### src/rtl/mem_stage.sv
// Memory stage: performs byte/word loads and stores over a req/ack data bus,
// stalls upstream while an access is in flight, and forwards results to Writeback.
module mem_stage #(
   parameter int                      ADDR_WIDTH     = 32,
   parameter int                      TIMEOUT_CYCLES = 16,
   parameter int                      OPCODE_WIDTH   = 8,
   parameter logic [OPCODE_WIDTH-1:0] OP_LDB         = 'h20,
   parameter logic [OPCODE_WIDTH-1:0] OP_LDW         = 'h21,
   parameter logic [OPCODE_WIDTH-1:0] OP_STB         = 'h22,
   parameter logic [OPCODE_WIDTH-1:0] OP_STW         = 'h23
) (
   input  logic                    I_CLOCK,
   input  logic                    I_RESET,
   input  logic                    I_LOCK,
   input  logic [31:0]             I_PC,
   input  logic [31:0]             I_IR,
   input  logic [OPCODE_WIDTH-1:0] I_Opcode,
   input  logic [3:0]              I_DestRegIdx,
   input  logic [31:0]             I_DestValue,
   input  logic [2:0]              I_CCValue,
   input  logic                    I_EX_Valid,
   input  logic [31:0]             I_MARValue,
   input  logic [31:0]             I_MDRValue,
   input  logic                    I_RegWEn,
   input  logic                    I_CCWEn,
   input  logic                    I_DMemAck,
   input  logic [31:0]             I_DMemRData,
   output logic                    O_DMemReq,
   output logic                    O_DMemWe,
   output logic [ADDR_WIDTH-1:0]   O_DMemAddr,
   output logic [31:0]             O_DMemWData,
   output logic [3:0]              O_DMemByteEn,
   output logic                    O_LOCK,
   output logic [31:0]             O_PC,
   output logic [31:0]             O_IR,
   output logic [OPCODE_WIDTH-1:0] O_Opcode,
   output logic [3:0]              O_DestRegIdx,
   output logic [31:0]             O_DestValue,
   output logic [2:0]              O_CCValue,
   output logic                    O_MEM_Valid,
   output logic                    O_RegWEn,
   output logic                    O_CCWEn,
   output logic                    O_MemStall_Signal,
   output logic                    O_RegWEn_Signal,
   output logic                    O_BusError
);

   localparam int CW = $clog2(TIMEOUT_CYCLES);

   typedef enum logic {S_IDLE, S_WAIT} state_t;

   state_t        r_state;
   state_t        w_nextState;
   logic [CW-1:0] r_count;
   logic          r_isLoad;
   logic          r_isByte;
   logic [1:0]    r_lane;

   logic          w_isLoad, w_isStore, w_isWord, w_isMem;
   logic          w_misaligned, w_issue, w_accept, w_badAlign, w_timeoutHit, w_stall;
   logic [3:0]    w_byteEn;
   logic [31:0]   w_wData, w_byteShift, w_loadValue;
   logic [2:0]    w_loadCC;

   assign w_isLoad     = (I_Opcode == OP_LDB) || (I_Opcode == OP_LDW);
   assign w_isStore    = (I_Opcode == OP_STB) || (I_Opcode == OP_STW);
   assign w_isWord     = (I_Opcode == OP_LDW) || (I_Opcode == OP_STW);
   assign w_isMem      = w_isLoad || w_isStore;
   assign w_misaligned = w_isWord && (I_MARValue[1:0] != 2'b00);
   assign w_issue      = I_LOCK && I_EX_Valid && w_isMem;
   assign w_accept     = (r_state == S_IDLE) && w_issue && !w_misaligned;
   assign w_badAlign   = (r_state == S_IDLE) && w_issue && w_misaligned;
   assign w_timeoutHit = (r_count == CW'(TIMEOUT_CYCLES - 1));

   assign w_byteEn     = w_isWord ? 4'b1111 : (4'b0001 << I_MARValue[1:0]);
   assign w_wData      = (I_Opcode == OP_STB) ? {4{I_MDRValue[7:0]}} : I_MDRValue;

   // Byte loads pick the lane remembered at request time and zero-extend it.
   assign w_byteShift  = I_DMemRData >> {r_lane, 3'b000};
   assign w_loadValue  = r_isByte ? {24'd0, w_byteShift[7:0]} : I_DMemRData;
   assign w_loadCC     = w_loadValue[31] ? 3'b100 : ((w_loadValue == 32'd0) ? 3'b010 : 3'b001);

   assign O_MemStall_Signal = w_stall;
   assign O_RegWEn_Signal   = I_EX_Valid && (I_RegWEn || w_isLoad);

   always_comb begin
      w_nextState = r_state;
      w_stall     = 1'b0;
      case (r_state)
         S_IDLE: begin
            if (w_accept) begin
               w_nextState = S_WAIT;
               w_stall     = 1'b1;
            end
         end
         S_WAIT: begin
            if (I_DMemAck || w_timeoutHit) begin
               w_nextState = S_IDLE;
            end else begin
               w_stall = 1'b1;
            end
         end
      endcase
   end

   always_ff @(negedge I_CLOCK) begin
      if (I_RESET) begin
         r_state <= S_IDLE;
         r_count <= '0;
      end else begin
         r_state <= w_nextState;
         if (w_accept) begin
            r_count <= '0;
         end else if (r_state == S_WAIT) begin
            r_count <= r_count + CW'(1);
         end
      end
   end

   // Instruction fields are captured at acceptance and simply held in the
   // output registers during WAIT; completion only rewrites result and enables.
   always_ff @(negedge I_CLOCK) begin
      if (I_RESET) begin
         O_DMemReq    <= 1'b0;
         O_DMemWe     <= 1'b0;
         O_DMemAddr   <= '0;
         O_DMemWData  <= '0;
         O_DMemByteEn <= '0;
         O_LOCK       <= 1'b0;
         O_PC         <= '0;
         O_IR         <= '0;
         O_Opcode     <= '0;
         O_DestRegIdx <= '0;
         O_DestValue  <= '0;
         O_CCValue    <= '0;
         O_MEM_Valid  <= 1'b0;
         O_RegWEn     <= 1'b0;
         O_CCWEn      <= 1'b0;
         O_BusError   <= 1'b0;
         r_isLoad     <= 1'b0;
         r_isByte     <= 1'b0;
         r_lane       <= '0;
      end else begin
         case (r_state)
            S_IDLE: begin
               O_LOCK       <= I_LOCK;
               O_PC         <= I_PC;
               O_IR         <= I_IR;
               O_Opcode     <= I_Opcode;
               O_DestRegIdx <= I_DestRegIdx;
               O_DestValue  <= I_DestValue;
               O_CCValue    <= I_CCValue;
               if (w_accept) begin
                  O_MEM_Valid  <= 1'b0;
                  O_RegWEn     <= 1'b0;
                  O_CCWEn      <= 1'b0;
                  O_DMemReq    <= 1'b1;
                  O_DMemWe     <= w_isStore;
                  O_DMemAddr   <= {I_MARValue[ADDR_WIDTH-1:2], 2'b00};
                  O_DMemWData  <= w_wData;
                  O_DMemByteEn <= w_byteEn;
                  r_isLoad     <= w_isLoad;
                  r_isByte     <= !w_isWord;
                  r_lane       <= I_MARValue[1:0];
               end else if (w_badAlign) begin
                  O_MEM_Valid <= 1'b1;
                  O_RegWEn    <= 1'b0;
                  O_CCWEn     <= 1'b0;
                  O_BusError  <= 1'b1;
               end else begin
                  O_MEM_Valid <= I_EX_Valid && I_LOCK;
                  O_RegWEn    <= I_RegWEn && I_LOCK;
                  O_CCWEn     <= I_CCWEn && I_LOCK;
               end
            end
            S_WAIT: begin
               if (I_DMemAck || w_timeoutHit) begin
                  O_DMemReq   <= 1'b0;
                  O_MEM_Valid <= 1'b1;
                  O_LOCK      <= 1'b1;
                  if (I_DMemAck && r_isLoad) begin
                     O_DestValue <= w_loadValue;
                     O_CCValue   <= w_loadCC;
                     O_RegWEn    <= 1'b1;
                     O_CCWEn     <= 1'b1;
                  end else begin
                     O_RegWEn <= 1'b0;
                     O_CCWEn  <= 1'b0;
                  end
                  if (!I_DMemAck) begin
                     O_BusError <= 1'b1;
                  end
               end else begin
                  O_MEM_Valid <= 1'b0;
                  O_RegWEn    <= 1'b0;
                  O_CCWEn     <= 1'b0;
               end
            end
         endcase
      end
   end

endmodule

### config.mk
export PLATFORM = sky130hd
export DESIGN_NAME = mem_stage
export DESIGN_NICKNAME = d
export VERILOG_FILES = /design/src/rtl/mem_stage.sv
export SDC_FILE = /design/constraint.sdc
export NUM_CORES = 1
export LEC_CHECK = 0
export CORE_AREA = 2 2 156 158
export DETAILED_ROUTE_END_ITERATION = 12
export DIE_AREA = 0 0 158 160
export DONT_BUFFER_PORTS = 1
export GPL_TIMING_DRIVEN = 0
export HOLD_SLACK_MARGIN = 0.06
export MAX_ROUTING_LAYER = met4
export REMOVE_ABC_BUFFERS = 1
export SYNTH_ARGS = -nofsm -noshare
export SYNTH_HDL_FRONTEND = slang
export SYNTH_SLANG_ARGS = --single-unit
### constraint.sdc
create_clock -name I_CLOCK -period 2.5 [get_ports I_CLOCK]
set_input_delay 0.5 -clock I_CLOCK [delete_from_list [all_inputs] [get_ports I_CLOCK]]
set_output_delay 0.5 -clock I_CLOCK [all_outputs]
set_load 0.03 [all_outputs]
* After elaboration in Yosys (flattened, before gate mapping) *
Cells that the tools add are included.

operators by class
  $add $sub $neg = 1
  equal/unequal tests = 11
  shift operators = 2
  muxes and demuxes = 36
  bitwise gates (word level) = 1
  reduce and logical (&&, ||, !) cells = 25

operator list
  kind                 number
  $mux 32              4
  $pmux 32 s2          1
  $eq 8x6->1 const B   4
  $logic_not 32->1     1
  $shr 32x5->8         1
  $mux 1               18
  $pmux 1 s2           7
  $logic_and 1x1->1    10
  $mux 3               3
  $ne 2x2->1 const B   4
  $logic_or 1x1->1     6
  $pmux 3 s2           1
  $reduce_and 2->1     3
  $add 4x1->4 const B  1
  $eq 4x4->1 const B   1
  $mux 4               1
  $ne 2x1->1 const B   2
  $reduce_and 4->1     1
  $shl 1x2->4 const A  1
  $logic_not 1->1      2
  $mux 2               1
  $reduce_bool 2->1    1
  $reduce_or 2->1      1
  $not 1->1            1

word-level totals
  bits in registers = 193

* Longest topological paths before layout *
  depth after elaboration = 9
  mapped depth = 9

==> results.md <==
| Item | Value |
| --- | --- |
| Top cells by area, synth | dfxtp_1 (50%), mux2i_1 (11%), nor2_1 (7.2%) |
| Setup-failing EPs final | 260 |
| Maximum level of the CTS H-tree | 4 |
| Smallest setup slack after layout | -0.605 ns |
| Setup Crit Path Kind | reg -> out |
| Number of buffers inserted during clock tree synthesis | 17 |
| Root buf cell | clkbuf_16 |
| Yosys Warn Count | 0 |
| Number of max-slew violations in the final report | 0 |
| Sequential area share after synthesis | 50.0% |
| Pwr/cell area | 679 nW/um^2 |
| Final hold violation count | 0 |
| RSZ-0062 raised after global routing | yes |
| Starting density of the core | 32.4% |
| Last element of the critical path | O_MemStall_Signal |
| Failing checks | negative setup slack |
| Std-Cell Rows | 57 |
| Final-stage net count | 1302 |
| Total design power | 7.66 mW |
| Mean routed wirelength per cell | 20.2 microns |
| Placeable core region | 23800 sq um |
| Capturing point of the worst reg2reg path | O_CCValue[1] |
| Antenna violations before repair | 1 |
| Number of distinct standard cells referenced by the synthesized netlist | 46 |
| Crit-path max cell delay | 0.37 ns |
| Clock latency on the worst-skew pair | 0.47 ns |
| Layout Skew | 0.0239 ns |
| Top-level I/O count | 402 |
| Largest net degree at the start of global routing | 195 |
| Synth top area share | 50.0% |
| Dominant synthesized flop cell | dfxtp_1 |
| Max-slew headroom | 43.0% |
| Worst R2R Start | r_lane[1] |
| Slowest CP cell | dfxtp_4 |
| Global router's overall resource usage | 21.4% |
| Reg2reg path depth | 6 |
| Total standard cell area after synthesis | 7730 sq um |
| Overflow left after global routing | 0 |
| Max_cap viols | 0 |
| Global-route wire length before repair | 40700 microns |
| Worst min-delay path class | reg -> reg |
| Die outline area | 25300 sq um |
| Number of synthesized flops with an enable pin | 0 |
| Type of element capturing the critical path | primary output |
| Number of buffers and inverters on the critical path | 0 |
| Via/cell ratio | 5.32 |
| Number of instances in the synthesized netlist | 888 |
| R2R Setup Slk | 0.03 ns |
| Leading cell types in the layout, fill and taps excluded | inv_1 (196), dfxtp_4 (186), nor2_1 (145) |
| Highest net fanout along the worst path | 4 |
| CTS clock-pin slew for the worst setup and hold paths | 0.05 ns |
| Fraction of layout cells with a size suffix above 1 | 35.2% |
| Average instance area after synthesis | 8.70 sq um |
| Fill cell total of the finished layout | 2248 |
| Residual DRC count | 0 |
| Leakage power | 4.60 nW |
| Number of violations reported at the end of detailed-routing iteration 0 | 546 |
| Cell type with the largest total area after synthesis | dfxtp_1 |
| Transition time at the pin with the least slew margin | 0.853 ns |
| Overall die width | 158 microns |
| Sort of element at the start of the critical path | flip-flop |
| Synthesized flop and latch total | 193 |
| Hold-critical path depth | 2 |
| Detailed Route WL | 28800 microns |
| TritonCTS clock tree | done |
| Buffers from clock root to sink, at most | 2 |
| Half-perimeter wire length of the detailed placement result | 15800 microns |
| Port Buffer Count | 0 |
| Drt first pass iters | 5 |
| Post-route ant nets | 0 |
| Weighted congestion at the end of routability-driven global placement | 0.826 |
| Largest voltage drop on the vdd net | 0.444 mV |
| Cell breakdown of the critical path | nor2b_4 > and2_4 > nand3_4 > nand2_8 |
| Arrival @ worst endpoint | 2.61 ns |
| Result of the run | finished, violations left |
| FFs w/ async S/R, synth | 0% |
| Sink count of the clock tree | 193 |
| Place WS | -1.51 ns |
| Kind of cell adding the most delay to the critical path | simple AND/OR/NAND/NOR gates |
| Layout-stage area growth over the synthesis result | 46.0% |
| Depth of the critical timing path with buffers and inverters included | 4 |
| Critical Path Source | r_state |
| Total via count in the routed design | 7588 |
| Height of the die | 160 microns |
| Most common cell after layout, fill and taps aside | inv_1 |
| Number of global-route vias before repair | 7633 |
| CP required | 2.00 ns |
synthesized netlist by cell type, types with 2 or more instances:
master     count
a21oi_1       89
nand3_1        7
or3b_2         2
buf_1          3
clkbuf_1      53
a211oi_1      53
nor3_1        32
o22ai_1        5
nand2b_1       3
dfxtp_1      193
buf_6          2
nor2b_1        2
o21ai_0       10
nand3b_1       2
a311oi_1       2
mux2i_1       88
o2bb2ai_1      3
and3_1        24
buf_2         11
and2_1        10
a22oi_1        2
nor4_1         7
inv_1          3
o211ai_1       3
xor2_1         2
nor2_1       149
buf_4          3
nand2_1      103
nand4_1        2
a221o_1        2
xnor2_1        3
per-layer routing:
metal,vias to the layer above,part of all wire [%],global-route usage [%]
met5,-,0,-
met4,0,2.5,10.4
met3,58,8.4,9.96
met2,391,50,33.5
met1,3641,39,22.8
li1,3498,-,-
worst register-to-register path, stage by stage, from the launching register on:
cell	delay, ns
dfxtp_1	0.86
mux2i_4	0.36
a211oi_2	0.11
a2111oi_2	0.35
nand2_1	0.12
or4_1	0.42
o22ai_2	0.14
worst min path at each step:
stage / startpoint / end / slack [ns]
floorplan: r_isLoad / r_isLoad / 0.47
global placement: r_isLoad / r_isLoad / 0.49
detailed placement: r_isLoad / r_isLoad / 0.51
CTS: O_DMemAddr[29] / O_DMemAddr[29] / 0.52
global route: O_DMemAddr[23] / O_DMemAddr[23] / 0.54
finish: O_DMemAddr[29] / O_DMemAddr[29] / 0.52
power by group:
part | total, mW | internal [mW] | switching [mW]
sequential | 3.36 | 3.08 | 0.277
clock | 4.09 | 1.77 | 2.32
combinational | 0.209 | 0.104 | 0.105
total | 7.66 | 4.96 | 2.70
cell type report:
class / count / area [sq um] / area share, %
timing repair buffer: 48 / 688 / 6.10
antenna: 1 / 2.50 / 0.0222
multi-input combinational: 631 / 4280 / 37.9
sequential: 193 / 4560 / 40.5
clock buffer: 17 / 425 / 3.77
tap: 324 / 405 / 3.59
clock inverter: 208 / 902 / 8.00
inverter: 3 / 15.0 / 0.133
kinds of logic after synthesis:
kind of cell	share of synthesized area, %
muxes	11.4
other	0.0485
adders and majority gates	0.162
AOI/OAI and AO/OA	13.8
and+or+nand+nor	19.7
buffers and inverters	4.31
DFF	50.0
xor gates and xnor gates	0.567
through the flow:
step	cells	TNS [ns]	instance area, sq um	util, %	hold WS, ns
after floorplan	816	-511.62	7410	-	0.473
final	1425	-35.88	11300	47.3	0.521
after global placement	1140	-842.47	7820	32.8	0.491
after detailed placement	1143	-124.55	7920	33.2	0.510
after CTS	1407	-29.05	10800	45.1	0.519
after global routing	1425	-43.70	11300	47.3	0.537
timing repair:
| action | in CTS | in global routing |
|---|---|---|
| gates cloned | 11 | 8 |
| endpoints found under the setup margin | 300 | 260 |
| setup buffers | 29 | 12 |
| pin swaps | 39 | 58 |
| hold buffers | 0 | 0 |
| gates resized for setup | 461 | 86 |
state kept, by name, indices dropped and copies added (netlist names):
register / flops
O_DMemByteEn: 4
O_DestValue: 32
O_Opcode: 8
r_count: 4
r_isLoad: 1
r_lane: 2
O_BusError: 1
O_DMemAddr: 30
r_isByte: 1
O_LOCK: 1
O_IR: 32
r_state: 1
O_CCValue: 3
O_CCWEn: 1
O_PC: 32
O_DMemWData: 32
O_DMemWe: 1
O_MEM_Valid: 1
O_RegWEn: 1
O_DestRegIdx: 4
O_DMemReq: 1
No activity file was read; power rests on OpenSTA's default activity.
